===== src/rtl/csa_chunk_sequencer.sv =====
// csa_chunk_sequencer: W-bit adder (W = N*CHUNKS) built from one shared N-bit
// carry-select slice, stepping one chunk per clock, LSB chunk first, with the
// inter-chunk carry held in a register.

// N-bit carry-select slice: low half ripples, high half is precomputed for
// both carry values and selected by the low half's carry-out.
module csa_slice #(
    parameter int N = 4
) (
    input  logic [N-1:0] a,
    input  logic [N-1:0] b,
    input  logic         ci,
    output logic [N-1:0] sum,
    output logic         co
);

    generate
        if (N == 1) begin : g_single
            logic [1:0] full_s;
            assign full_s = {1'b0, a} + {1'b0, b} + {1'b0, ci};
            assign sum    = full_s[0];
            assign co     = full_s[1];
        end else begin : g_split
            localparam int LO = N / 2;
            localparam int HI = N - LO;

            logic [LO:0] lo_s;
            logic [HI:0] hi0_s;
            logic [HI:0] hi1_s;

            assign lo_s  = {1'b0, a[LO-1:0]} + {1'b0, b[LO-1:0]} + {{LO{1'b0}}, ci};
            assign hi0_s = {1'b0, a[N-1:LO]} + {1'b0, b[N-1:LO]};
            assign hi1_s = hi0_s + {{HI{1'b0}}, 1'b1};

            assign sum = lo_s[LO] ? {hi1_s[HI-1:0], lo_s[LO-1:0]}
                                  : {hi0_s[HI-1:0], lo_s[LO-1:0]};
            assign co  = lo_s[LO] ? hi1_s[HI] : hi0_s[HI];
        end
    endgenerate

endmodule

module csa_chunk_sequencer #(
    parameter int N      = 4,
    parameter int CHUNKS = 4
) (
    input  logic                clk,
    input  logic                rst,
    input  logic                start,
    input  logic [N*CHUNKS-1:0] a,
    input  logic [N*CHUNKS-1:0] b,
    input  logic                ci,
    output logic                busy,
    output logic                done,
    output logic [N*CHUNKS-1:0] sum,
    output logic                co
);

    localparam int W  = N * CHUNKS;
    localparam int CW = (CHUNKS > 1) ? $clog2(CHUNKS) : 1;
    localparam logic [CW-1:0] LAST_CNT = CW'(CHUNKS - 1);

    typedef enum logic [1:0] {
        IDLE = 2'd0,
        RUN  = 2'd1,
        DONE = 2'd2
    } state_t;

    state_t        state_r;
    state_t        state_s;
    logic [W-1:0]  op_a_r;
    logic [W-1:0]  op_b_r;
    logic          carry_r;
    logic [CW-1:0] cnt_r;
    logic [W-1:0]  sum_r;
    logic          co_r;

    logic [N-1:0]  csa_sum_s;
    logic          csa_co_s;
    logic [W-1:0]  partial_next_s;
    logic [W-1:0]  op_a_shift_s;
    logic [W-1:0]  op_b_shift_s;
    logic          last_s;
    logic          load_s;
    logic          run_s;

    csa_slice #(.N(N)) u_csa (
        op_a_r[N-1:0],
        op_b_r[N-1:0],
        carry_r,
        csa_sum_s,
        csa_co_s
    );

    assign run_s  = (state_r == RUN);
    assign last_s = run_s && (cnt_r == LAST_CNT);
    assign load_s = start && ((state_r == IDLE) || (state_r == DONE));

    generate
        if (CHUNKS == 1) begin : g_one_chunk
            // A single chunk needs no partial storage or operand shifting.
            assign partial_next_s = csa_sum_s;
            assign op_a_shift_s   = '0;
            assign op_b_shift_s   = '0;
        end else begin : g_multi_chunk
            // Only the upper W-N bits of the partial result are ever kept:
            // the newest chunk enters at the top, older chunks slide down.
            logic [W-N-1:0] partial_r;

            assign partial_next_s = {csa_sum_s, partial_r};
            assign op_a_shift_s   = {{N{1'b0}}, op_a_r[W-1:N]};
            assign op_b_shift_s   = {{N{1'b0}}, op_b_r[W-1:N]};

            // Partial result accumulation, one chunk per RUN cycle.
            always_ff @(posedge clk or posedge rst) begin
                if (rst) begin
                    partial_r <= '0;
                end else if (run_s) begin
                    partial_r <= partial_next_s[W-1:N];
                end else begin
                    partial_r <= partial_r;
                end
            end
        end
    endgenerate

    // State register.
    always_ff @(posedge clk or posedge rst) begin
        if (rst) begin
            state_r <= IDLE;
        end else begin
            state_r <= state_s;
        end
    end

    // Next-state decode; start is only honoured outside RUN.
    always_comb begin
        state_s = state_r;
        case (state_r)
            IDLE: begin
                if (start) begin
                    state_s = RUN;
                end else begin
                    state_s = IDLE;
                end
            end
            RUN: begin
                if (last_s) begin
                    state_s = DONE;
                end else begin
                    state_s = RUN;
                end
            end
            DONE: begin
                if (start) begin
                    state_s = RUN;
                end else begin
                    state_s = IDLE;
                end
            end
            default: begin
                state_s = IDLE;
            end
        endcase
    end

    // Operand capture and per-chunk shifting, carry chain and chunk counter.
    always_ff @(posedge clk or posedge rst) begin
        if (rst) begin
            op_a_r  <= '0;
            op_b_r  <= '0;
            carry_r <= 1'b0;
            cnt_r   <= '0;
        end else if (load_s) begin
            op_a_r  <= a;
            op_b_r  <= b;
            carry_r <= ci;
            cnt_r   <= '0;
        end else if (run_s) begin
            op_a_r  <= op_a_shift_s;
            op_b_r  <= op_b_shift_s;
            carry_r <= csa_co_s;
            cnt_r   <= cnt_r + CW'(1'b1);
        end else begin
            op_a_r  <= op_a_r;
            op_b_r  <= op_b_r;
            carry_r <= carry_r;
            cnt_r   <= cnt_r;
        end
    end

    // Result registers: written only on the final chunk, held otherwise.
    always_ff @(posedge clk or posedge rst) begin
        if (rst) begin
            sum_r <= '0;
            co_r  <= 1'b0;
        end else if (last_s) begin
            sum_r <= partial_next_s;
            co_r  <= csa_co_s;
        end else begin
            sum_r <= sum_r;
            co_r  <= co_r;
        end
    end

    assign busy = run_s;
    assign done = (state_r == DONE);
    assign sum  = sum_r;
    assign co   = co_r;

endmodule


===== config.mk =====
export PLATFORM = sky130hd
export DESIGN_NAME = csa_chunk_sequencer
export DESIGN_NICKNAME = d
export VERILOG_FILES = /design/src/rtl/csa_chunk_sequencer.sv
export SDC_FILE = /design/constraint.sdc
export NUM_CORES = 1
export LEC_CHECK = 0
export CAP_MARGIN = 20
export CELL_PAD_IN_SITES_DETAIL_PLACEMENT = 2
export CELL_PAD_IN_SITES_GLOBAL_PLACEMENT = 2
export CORE_UTILIZATION = 37
export CTS_CLUSTER_SIZE = 14
export DETAILED_ROUTE_END_ITERATION = 6
export PLACE_DENSITY = 0.82
export SLEW_MARGIN = 20
export SYNTH_ARGS = -nofsm -noshare
export SYNTH_HDL_FRONTEND = slang
export SYNTH_SLANG_ARGS = --single-unit

===== constraint.sdc =====
create_clock -name clk -period 7.25 [get_ports clk]
set_clock_uncertainty 0.1 [all_clocks]
set_input_delay 1.8125 -clock clk [delete_from_list [all_inputs] [get_ports clk]]
set_output_delay 1.8125 -clock clk [all_outputs]
set_load 0.02 [all_outputs]

# Word level (Yosys, flattened, before mapping)
# Index checks and enable logic that the tools add are counted.
# W data, S select, Z words.
word_totals:
  regBits: 66
  out_inout_bits: 19
op_classes:
  mux: 13
  reduce_logical: 6
  n_addsub: 5
  n_eq_ne: 3
ops:
  columns: ["op", "n"]
  rows:
  - ["$mux W16", 4]
  - ["$add A2 B2 Y3", 2]
  - ["$mux W2", 3]
  - ["$eq A2 B2 Y1 const B", 2]
  - ["$mux W1", 4]
  - ["$mux W4", 1]
  - ["$pmux W2 S2", 1]
  - ["$add A3 B1 Y3", 1]
  - ["$add A3 B1 Y3 const B", 1]
  - ["$add A2 B1 Y2 const B", 1]
  - ["$eq A2 B1 Y1 const B", 1]
  - ["$logic_and A1 B1 Y1", 2]
  - ["$logic_not A2 Y1", 1]
  - ["$reduce_bool A2 Y1", 1]
  - ["$reduce_or A2 Y1", 1]
  - ["$logic_or A1 B1 Y1", 1]

# Logic depth before layout (Yosys ltp)
# Gate-level depths: netlist of run 1.
depth:
  depth_word: 5
  depth_mapped: 7
  ltp_nobuf: 7

# By module
# From an unflattened synthesis of run 1, not the netlist that was laid out.
hier_totals:
  hier_cells: 273
  area_unflattened_um2: 2996.6
by_module_without_submodules:
  columns: ["module", "area_per_inst_um2", "n_inst", "seq_area_each_um2", "cells_per_inst"]
  rows:
  - ["csa_chunk_sequencer", 2841.5, 1, 1651.6, 255]
  - ["csa_slice", 155.1, 1, 0.0, 18]

# Worst setup path after synthesis of run 1
# OpenSTA, ideal clock, no wires.
synth_timing:
  path_type: "register -> output"
  startpoint: "reg state_r[1]"
  endpoint: "out busy"
  path_stages_with_launch: 5
  setup_slack_ns: 4.477
  required_time_ns: 5.338
  t_arrival_ns: 0.860
  path_buffers: 2
  cell_sequence: "dfrtp_1 nand2b_1 buf_6 inv_8 buf_6"
synth_via:
  elab_chain_cells: 1
synth_lines:
  columns: ["item", "line", "text"]
  rows:
  - ["from (decl)", "69", "state_t state_r;"]
  - ["from (signal assigned)", "132", "state_r <= state_s;"]
  - ["$eq A2 B1 Y1", "95", "assign run_s = (state_r == RUN);"]
  - ["to (decl)", "53", "output logic busy,"]
# No other way between the ends.

# Final worst setup path of run 1
# Same ends and word-level chain as after synthesis.

==> impl_metrics.env, run 1 <==
export IMPL_yosys_area_top_type_share=0.587
export IMPL_io_pins=55
export IMPL_clock_sinks=66
export IMPL_synth_area_sq_um=2810
export IMPL_critPathMaxStageDelay_ns=0.67
export IMPL_track_usage=0.174
export IMPL_cap_violations=0
export IMPL_utilization=0.495
export IMPL_cts_clk_slew_worst_paths_ns=0.07
export IMPL_ys_warn_count=0
export IMPL_final_layout_size_suffix_gt1_frac=0.165
export IMPL_worstSkewPairLatency_ns=0.34
export IMPL_postCtsSetupBuffers=0
export IMPL_antenna_found_initial=0
export IMPL_synth_cells=210
export IMPL_die_area_sq_um=7950
export IMPL_syn_nets=252
export IMPL_grt_pass1_vias=2042
export IMPL_status="completed"
export IMPL_yosys_area_top_type="dfrtp_1"
export IMPL_cts_tree="built"
export IMPL_num_antenna_cells=0
export IMPL_finalSetupViolCount=0
export IMPL_cpMaxStageDelayCell="clkdlybuf4s50_1"
export IMPL_drc_errors=0
export IMPL_detail_route_vias_per_cell=4.99
export IMPL_syn_area_per_cell_sq_um=13.4
export IMPL_cts_hold_buf=0
export IMPL_initialDrtViolationCount=52
export IMPL_rrSetupSlack_ns=5.04
export IMPL_gp_congestion=0.690
export IMPL_rsz0062_at_grt="no"
export IMPL_synth_main_ff_cell="dfrtp_1"
export IMPL_io_buffers=54
export IMPL_vias=1828
export IMPL_synth_async_reset_ratio=1.00
export IMPL_p_per_area_nw_per_um2=478
export IMPL_dp_hpwl_mm=4.02
export IMPL_cts_buffers=9
export IMPL_worstMarginPinSlew_ns=1.01
export IMPL_synth_cell_types=26
export IMPL_grt_start_max_net_pins=67
export IMPL_cts_resized=0
export IMPL_nNetsFinal=304
export IMPL_cp_end_kind="primary output"
export IMPL_ys_top_cells_by_area="dfrtp_1, mux2_2, a22o_1"
export IMPL_grt_overflow=0
export IMPL_synth_enable_flop_cells=0
export IMPL_maxSlewViolCount=0
export IMPL_wl_per_cell_microns=16.1
export IMPL_use_met2=0.303
export IMPL_finalHoldViolCount=0
export IMPL_htreeDepth=3
export IMPL_fp_dieW_microns=89.2
export IMPL_rows=31
export IMPL_ys_ff_latch=66
export IMPL_area_growth_pct=28.4
export IMPL_critPathKind="reg -> out"
export IMPL_die_y_microns=89.2
export IMPL_cp_arrival_ns=2.40
export IMPL_synth_seq_area_share=0.587
export IMPL_crit_fanout=31
export IMPL_tns_ns=0
export IMPL_grt_pass1_wl_mm=10.0
export IMPL_peakVddDrop_mv=0.128
export IMPL_crit_required_ns=5.34
export IMPL_hold_path_class="reg -> reg"
export IMPL_ctsRootBufferMaster="clkbuf_8"
export IMPL_initial_utilization=0.386
export IMPL_use_met3=0.0323
export IMPL_finalCritPeriodShare=0.594
export IMPL_fmax_mhz=232
export IMPL_ant_nets=0
export IMPL_cts_path_max_buffers=2
export IMPL_routed_wl_mm=5.89
export IMPL_worstSetupStartpointType="flip-flop"
export IMPL_slew_limit_headroom=0.325
export IMPL_fill_cells=741
export IMPL_crit_chain="nand2b_1 -> inv_8 -> clkdlybuf4s50_1"
export IMPL_leakage_nw=1.68
export IMPL_min_period_ns=4.31
export IMPL_busiest_layer="met2"
export IMPL_dr_pass1_iters=4
export IMPL_grt_util_met1=0.207
export IMPL_core_area_sq_um=7290
[metrics by stage]
| stage | std cells | power [mW] | setup WS [ns] | cell area (sq um) | hold slack, ns |
|---|---|---|---|---|---|
| detailed placement | 350 | 1.41 | 3.20 | 3380 | 0.370 |
| floorplan | 210 | 1.18 | 3.68 | 2810 | 0.349 |
| finish | 366 | 1.73 | 2.94 | 3610 | 0.385 |
| global placement | 350 | 1.35 | 3.22 | 3380 | 0.359 |
| CTS | 366 | 1.77 | 2.88 | 3610 | 0.389 |
| global route | 366 | 1.86 | 2.76 | 3610 | 0.403 |
[logic make-up (layout without fill, tap and decap cells)]
| kind of cell | Yosys count | after routing | synth area share |
|---|---|---|---|
| compound gates | 53 | 53 | 0.136 |
| buf+inv | 21 | 78 | 0.0507 |
| mux | 37 | 37 | 0.145 |
| simple gates | 25 | 25 | 0.0405 |
| flops | 66 | 66 | 0.587 |
| fa+ha+maj | 6 | 6 | 0.0347 |
| xor+xnor | 2 | 2 | 0.00623 |
[sequential cells by signal (all words and copies together) (netlist names)]
signal and count:
state_r 2, sum 16, g_multi_chunk.partial_r 12, op_a_r 16, op_b_r 16, co 1, carry_r 1, cnt_r 2
[cell usage after synthesis, types with 2 or more instances]
library cell	number
mux2_4	2
o21ai_0	14
buf_4	4
buf_2	6
nand2_1	19
nor2b_1	2
mux2_2	21
ha_1	3
inv_1	6
o21ai_1	4
buf_6	3
a22o_1	21
fa_1	3
dfrtp_1	66
mux2i_1	14
a21o_1	12
[critical path, delay by kind of cell (launching register included)]
kind / cells / cell delay (ns)
buffers and inverters: 2 / 1.09
and+or+nand+nor: 1 / 0.56
DFF: 1 / 0.38
[per-layer routing]
metal | routed length, microns | part of all wire
met2 | 3060 | 0.52
met5 | 0 | 0
met1 | 2490 | 0.42
met3 | 235 | 0.040
met4 | 107 | 0.018
[cell type report]
class                   instances  area (sq um)  share of cell area
flip-flops and latches         66          1650               0.458
multi-input cells             123          1020               0.284
repair buffers                 55           548               0.152
clock buffers                  10           138              0.0381
well taps                      99           124              0.0343
clock inverters                 6          90.1              0.0250
inverters                       7          33.8             0.00936
[path summary, 6_finish.rpt]
kind	from	to	cells past startpoint
max	state_r[1]	busy	3
min	co	co	2
max reg2reg	state_r[0]	cnt_r[0]	4
min in group asynchronous	rst	g_multi_chunk.partial_r[4]	3
max in group asynchronous	rst	g_multi_chunk.partial_r[7]	3
min reg2reg	co	co	2
[report_power, final]
| group | switching [mW] | total, mW | leakage, nW | internal (mW) |
|---|---|---|---|---|
| clock network | 0.143 | 0.347 | 0.112 | 0.203 |
| registers | 0.105 | 0.649 | 0.822 | 0.544 |
| logic | 0.363 | 0.730 | 0.748 | 0.367 |
[cell usage in the layout (no fill, tap or decap), types with 2 or more instances in the layout]
cell type        count
mux2i_1             14
mux2_4               2
ha_1                 3
o21ai_1              4
fa_1                 3
clkdlybuf4s50_1     54
a22o_1              21
clkinv_4             2
inv_1                5
a21o_1              12
clkbuf_8            10
dfrtp_1             66
bufinv_16            2
o21ai_0             14
mux2_2              21
nand2_1             19
Note: power is estimated with default switching activity, not from simulation.
==> run 2, diff against run 1 <==
--- a/config.mk
+++ b/config.mk
@@ -8,10 +8,10 @@
 export CAP_MARGIN = 20
 export CELL_PAD_IN_SITES_DETAIL_PLACEMENT = 2
 export CELL_PAD_IN_SITES_GLOBAL_PLACEMENT = 2
-export CORE_UTILIZATION = 37
+export CORE_UTILIZATION = 31
 export CTS_CLUSTER_SIZE = 14
 export DETAILED_ROUTE_END_ITERATION = 6
-export PLACE_DENSITY = 0.82
+export PLACE_DENSITY = 0.74
 export SLEW_MARGIN = 20
 export SYNTH_ARGS = -nofsm -noshare
 export SYNTH_HDL_FRONTEND = slang
==> constraint.sdc (replaced) <==
create_clock -name clk -period 3.8 [get_ports clk]
set_clock_uncertainty 0.1 [all_clocks]
set_input_delay 0.95 -clock clk [delete_from_list [all_inputs] [get_ports clk]]
set_output_delay 0.95 -clock clk [all_outputs]
set_load 0.02 [all_outputs]
==> run 2 against run 1 <==
Core utilization decreased by 8.4 points. Final area shrank 0.10%. Register-to-register slack got worse by 3.2 ns. Die area is 19% higher. Non-clock buffer count increased by 4. Sequential power rose by 91%. Clock power increased by 57%. Combinational power up 92%. Total power is 84% higher. Setup slack worse by 2.1 ns. Global-route usage down 3.3 points. Final cell count increased by 3.6%. Critical path type unchanged. Highest routed layer unchanged.
==> impl_metrics.env, run 2 (synthesized netlist as in run 1, its figures left out) <==
export IMPL_critical_path_top_delay_family="buffers and inverters"
export IMPL_dpl_cell_area_sq_um=3420
export IMPL_finalCritPeriodShare=0.768
export IMPL_nNetsFinal=308
export IMPL_drc_errors=0
export IMPL_final_layout_size_suffix_gt1_frac=0.170
export IMPL_critPathKind="reg -> out"
export IMPL_detail_route_vias_per_cell=4.86
export IMPL_cp_arrival_ns=1.87
export IMPL_track_usage=0.141
export IMPL_p_total_mw=3.17
export IMPL_die_area_sq_um=9450
export IMPL_leakage_nw=1.69
export IMPL_cp_end_kind="primary output"
export IMPL_cap_violations=0
export IMPL_cts_path_max_buffers=2
export IMPL_startpoint="state_r[0]"
export IMPL_cts_resized=0
export IMPL_cts_hold_buf=0
export IMPL_sequentialPowerShare=0.389
export IMPL_io_pins=55
export IMPL_worstSetupStartpointType="flip-flop"
export IMPL_num_antenna_cells=0
export IMPL_ctsRootBufferMaster="clkbuf_8"
export IMPL_grt_overflow=0
export IMPL_status="completed"
export IMPL_dp_worst_setup_slack_ns=1.05
export IMPL_rsz0062_at_grt="no"
export IMPL_tns_ns=0
export IMPL_crit_chain="nand2b_1 -> inv_8 -> clkdlybuf4s50_1"
export IMPL_finalSetupViolCount=0
export IMPL_htreeDepth=3
export IMPL_grt_pass1_vias=2042
export IMPL_critPathMaxStageDelay_ns=0.66
export IMPL_cts_buffers=9
export IMPL_wl_per_cell_microns=15.7
export IMPL_cts_tree="built"
export IMPL_p_comb_frac=0.439
export IMPL_utilization=0.411
export IMPL_cpMaxStageDelayCell="clkdlybuf4s50_1"
export IMPL_dr_pass1_iters=4
export IMPL_die_y_microns=97.2
export IMPL_dp_hpwl_mm=4.19
export IMPL_initial_utilization=0.321
export IMPL_initialDrtViolationCount=36
export IMPL_p_per_area_nw_per_um2=880
export IMPL_maxSlewViolCount=0
export IMPL_clock_sinks=66
export IMPL_crit_required_ns=2.75
export IMPL_peakVddDrop_mv=0.252
export IMPL_postCtsSetupBuffers=0
export IMPL_ant_nets=0
export IMPL_rows=34
export IMPL_p_int_mw=2.04
export IMPL_grt_start_max_net_pins=32
export IMPL_crit_fanout=31
export IMPL_grt_pass1_wl_mm=10.4
export IMPL_mostFrequentLayoutCell="dfrtp_1"
export IMPL_power_frac_clock=0.171
export IMPL_antenna_found_initial=0
export IMPL_slew_limit_headroom=0.332
export IMPL_io_buffers=54
export IMPL_finalHoldViolCount=0
export IMPL_area_growth_pct=28.3
export IMPL_fmax_mhz=343
export IMPL_cts_clk_slew_worst_paths_ns=0.07
export IMPL_stdcell_area_sq_um=3610
export IMPL_swShare=0.358
export IMPL_power_switching_mw=1.14
export IMPL_fp_dieW_microns=97.2
export IMPL_worstPathBufferInverterCount=2
export IMPL_gp_congestion=0.680
export IMPL_core_area_sq_um=8760
export IMPL_min_period_ns=2.92
export IMPL_vias=1843
export IMPL_final_cell_mix="dfrtp_1, clkdlybuf4s50_1, a22o_1, mux2_2, nand2_1"
export IMPL_worst_slack_ns=0.882
export IMPL_routed_wl_mm=5.95
export IMPL_holdCritStartpoint="op_a_r[11]"
export IMPL_r2r_start="cnt_r[0]"
export IMPL_worstSkewPairLatency_ns=0.33
export IMPL_hold_path_class="reg -> reg"
export IMPL_worstMarginPinSlew_ns=0.999
## run 2: final cells by class
type / count / area (sq um)
clock inverter: 2 / 10.0
sequential: 66 / 1650
fill: 921 / 5160
tap: 108 / 135
clock buffer: 14 / 173
inverter: 7 / 33.8
multi-input combinational: 123 / 1020
timing repair buffer: 59 / 578
## run 2: power groups by stage
| stage | clock, mW | combinational [mW] | sequential (mW) |
|---|---|---|---|
| 5_1_grt | 0.602 | 1.55 | 1.29 |
| 3_5_place_dp | 0 | 1.42 | 1.26 |
| 3_3_place_gp | 0 | 1.36 | 1.24 |
| 6_report | 0.544 | 1.40 | 1.24 |
| 2_1_floorplan | 0 | 0.953 | 1.30 |
| 4_1_cts | 0.570 | 1.44 | 1.25 |
## run 2: worst paths after layout
path                               to  slack [ns]  cells after the start
setup / recovery                 busy        0.88                      3
hold / removal             op_a_r[11]        0.38                      1
setup reg to reg               sum[7]        1.80                      3
hold reg to reg            op_a_r[11]        0.38                      1
max in group asynchronous   op_a_r[5]        2.06                      3
min in group asynchronous     sum[10]        0.80                      2
## run 2: stage by stage
step	hold slack, ns	std cells
2_1_floorplan	0.349	210
3_3_place_gp	0.359	363
3_5_place_dp	0.366	363
4_1_cts	0.382	379
5_1_grt	0.408	379
6_report	0.381	379
## run 2: per-layer routing
layer  vias to the layer above  global-route usage  routed length (microns)
met3                         9              0.0353                      222
met4                         0              0.0509                       74
met2                        46               0.234                     2960
met5                         -                   0                        0
met1                       935               0.177                     2690
li1                        853                   -                        -
==> run 3, diff against run 2 <==
--- a/config.mk
+++ b/config.mk
@@ -8,10 +8,10 @@
 export CAP_MARGIN = 20
 export CELL_PAD_IN_SITES_DETAIL_PLACEMENT = 2
 export CELL_PAD_IN_SITES_GLOBAL_PLACEMENT = 2
-export CORE_UTILIZATION = 31
+export CORE_UTILIZATION = 35
 export CTS_CLUSTER_SIZE = 14
 export DETAILED_ROUTE_END_ITERATION = 6
-export PLACE_DENSITY = 0.74
+export PLACE_DENSITY = 0.79
 export SLEW_MARGIN = 20
 export SYNTH_ARGS = -nofsm -noshare
 export SYNTH_HDL_FRONTEND = slang
==> constraint.sdc (replaced) <==
create_clock -name clk -period 3.1 [get_ports clk]
set_clock_uncertainty 0.1 [all_clocks]
set_input_delay 0.775 -clock clk [delete_from_list [all_inputs] [get_ports clk]]
set_output_delay 0.775 -clock clk [all_outputs]
set_load 0.02 [all_outputs]
==> run 3 against run 2 <==
Non-clock buffer count fell by 1. Worst hold slack better by 0.0026 ns. Die area shrank 11%. Critical endpoint unchanged.
==> impl_metrics.env, run 3 (synthesized netlist as in run 1, its figures left out) <==
export IMPL_worstSetupStartpointType="flip-flop"
export IMPL_worst_slack_ns=0.333
export IMPL_nNetsFinal=307
export IMPL_clock_sinks=66
export IMPL_detail_route_vias_per_cell=4.92
export IMPL_r2r_start="op_a_r[2]"
export IMPL_io_buffers=54
export IMPL_fp_dieW_microns=91.6
export IMPL_r2r_end="carry_r"
export IMPL_rsz0062_at_grt="no"
export IMPL_holdCritStartpoint="op_b_r[4]"
export IMPL_worstSkewPairLatency_ns=0.34
export IMPL_final_cell_mix="dfrtp_1, clkdlybuf4s50_1, a22o_1, mux2_2, nand2_1"
export IMPL_grt_start_max_net_pins=67
export IMPL_ctsRootBufferMaster="clkbuf_8"
export IMPL_postCtsSetupBuffers=0
export IMPL_cts_resized=0
export IMPL_fin_hold_ws_ns=0.383
export IMPL_maxSlewViolCount=0
export IMPL_drc_errors=0
export IMPL_cts_path_max_buffers=2
export IMPL_critPathKind="reg -> out"
export IMPL_vias=1830
export IMPL_slew_limit_headroom=0.656
export IMPL_mostFrequentLayoutCell="dfrtp_1"
export IMPL_area_growth_pct=29.8
export IMPL_rows=32
export IMPL_routed_wl_mm=6.04
export IMPL_antenna_found_initial=0
export IMPL_cts_buffers=9
export IMPL_finalHoldViolCount=0
export IMPL_worstMarginPinSlew_ns=0.514
export IMPL_die_area_sq_um=8400
export IMPL_grt_pass1_vias=2106
export IMPL_r2r_cells=6
export IMPL_tns_ns=0
export IMPL_fill_cells=778
export IMPL_grt_overflow=0
export IMPL_peakVddDrop_mv=0.346
export IMPL_min_period_ns=2.77
export IMPL_final_layout_size_suffix_gt1_frac=0.167
export IMPL_track_usage=0.167
export IMPL_wl_per_cell_microns=16.2
export IMPL_initial_utilization=0.362
export IMPL_whs_endpoint="op_b_r[4]"
export IMPL_cp_arrival_ns=1.89
export IMPL_dp_worst_setup_slack_ns=0.650
export IMPL_initialDrtViolationCount=61
export IMPL_cts_hold_buf=0
export IMPL_finalSetupViolCount=0
export IMPL_cp_end_kind="primary output"
export IMPL_htreeDepth=3
export IMPL_dpl_cell_area_sq_um=3430
export IMPL_hold_depth=1
export IMPL_grt_pass1_wl_mm=10.6
export IMPL_gp_congestion=0.680
export IMPL_crit_fanout=31
export IMPL_stdcell_area_sq_um=3650
export IMPL_leakage_nw=1.70
export IMPL_fmax_mhz=361
export IMPL_dr_pass1_iters=4
export IMPL_core_area_sq_um=7770
export IMPL_io_pins=55
export IMPL_p_per_area_nw_per_um2=1100
export IMPL_cap_violations=0
export IMPL_crit_required_ns=2.22
export IMPL_rrSetupSlack_ns=1.11
export IMPL_ant_nets=0
export IMPL_cts_clk_slew_worst_paths_ns=0.07
export IMPL_finalCritPeriodShare=0.893
export IMPL_cts_tree="built"
export IMPL_status="completed"
export IMPL_hold_path_class="reg -> reg"
export IMPL_dp_hpwl_mm=4.22
export IMPL_die_y_microns=91.6
export IMPL_num_antenna_cells=0
## run 3: cell types whose count changed in the layout (fill, tap and decap cells not counted)
cell and delta:
buf_4 -3, bufinv_16 +1, buf_12 +2, clkinv_2 -2, clkbuf_8 +1
## run 3: worst max-delay path, cell delays in order (launching register included)
cell             delay, ns
dfrtp_1               0.39
nand2b_1              0.26
inv_8                 0.24
clkdlybuf4s50_1       0.65
## run 3: final cells by class
cell class	count	area [sq um]	share of cell area
Timing Repair Buffer	58	596	0.163
Clock inverter	1	30.0	0.00823
Multi-Input combinational cell	123	1020	0.281
Inverter	7	33.8	0.00926
Tap cell	102	128	0.0350
Clock buffer	15	186	0.0511
Sequential cell	66	1650	0.453
## run 3: report_power, final
part | internal, mW | switching, mW
registers | 1.27 | 0.256
logic | 0.883 | 0.846
clock network | 0.461 | 0.311
total | 2.62 | 1.41
## run 3: per-layer routing
layer	wire, microns	vias up	GRT usage
met1	2530	925	0.192
met4	144	0	0.0714
met5	0	-	0
met3	235	11	0.0473
met2	3120	47	0.290
li1	-	847	-
## run 3: per-stage QoR
step	std cells	power (mW)	util
after floorplan	210	2.76	-
after global placement	356	3.18	0.442
after detailed placement	356	3.31	0.442
after CTS	372	4.11	0.470
after global routing	372	4.33	0.470
final	372	4.03	0.470
## run 3: how the worst max path moves through the flow
stage | cells after the start | start | slack, ns | end
floorplan | 1 | rst | 0.57 | carry_r
global placement | 4 | start | 0.67 | cnt_r[0]
detailed placement | 4 | start | 0.65 | cnt_r[0]
CTS | 3 | state_r[1] | 0.31 | busy
global route | 3 | state_r[1] | 0.25 | busy
finish | 3 | state_r[1] | 0.33 | busy
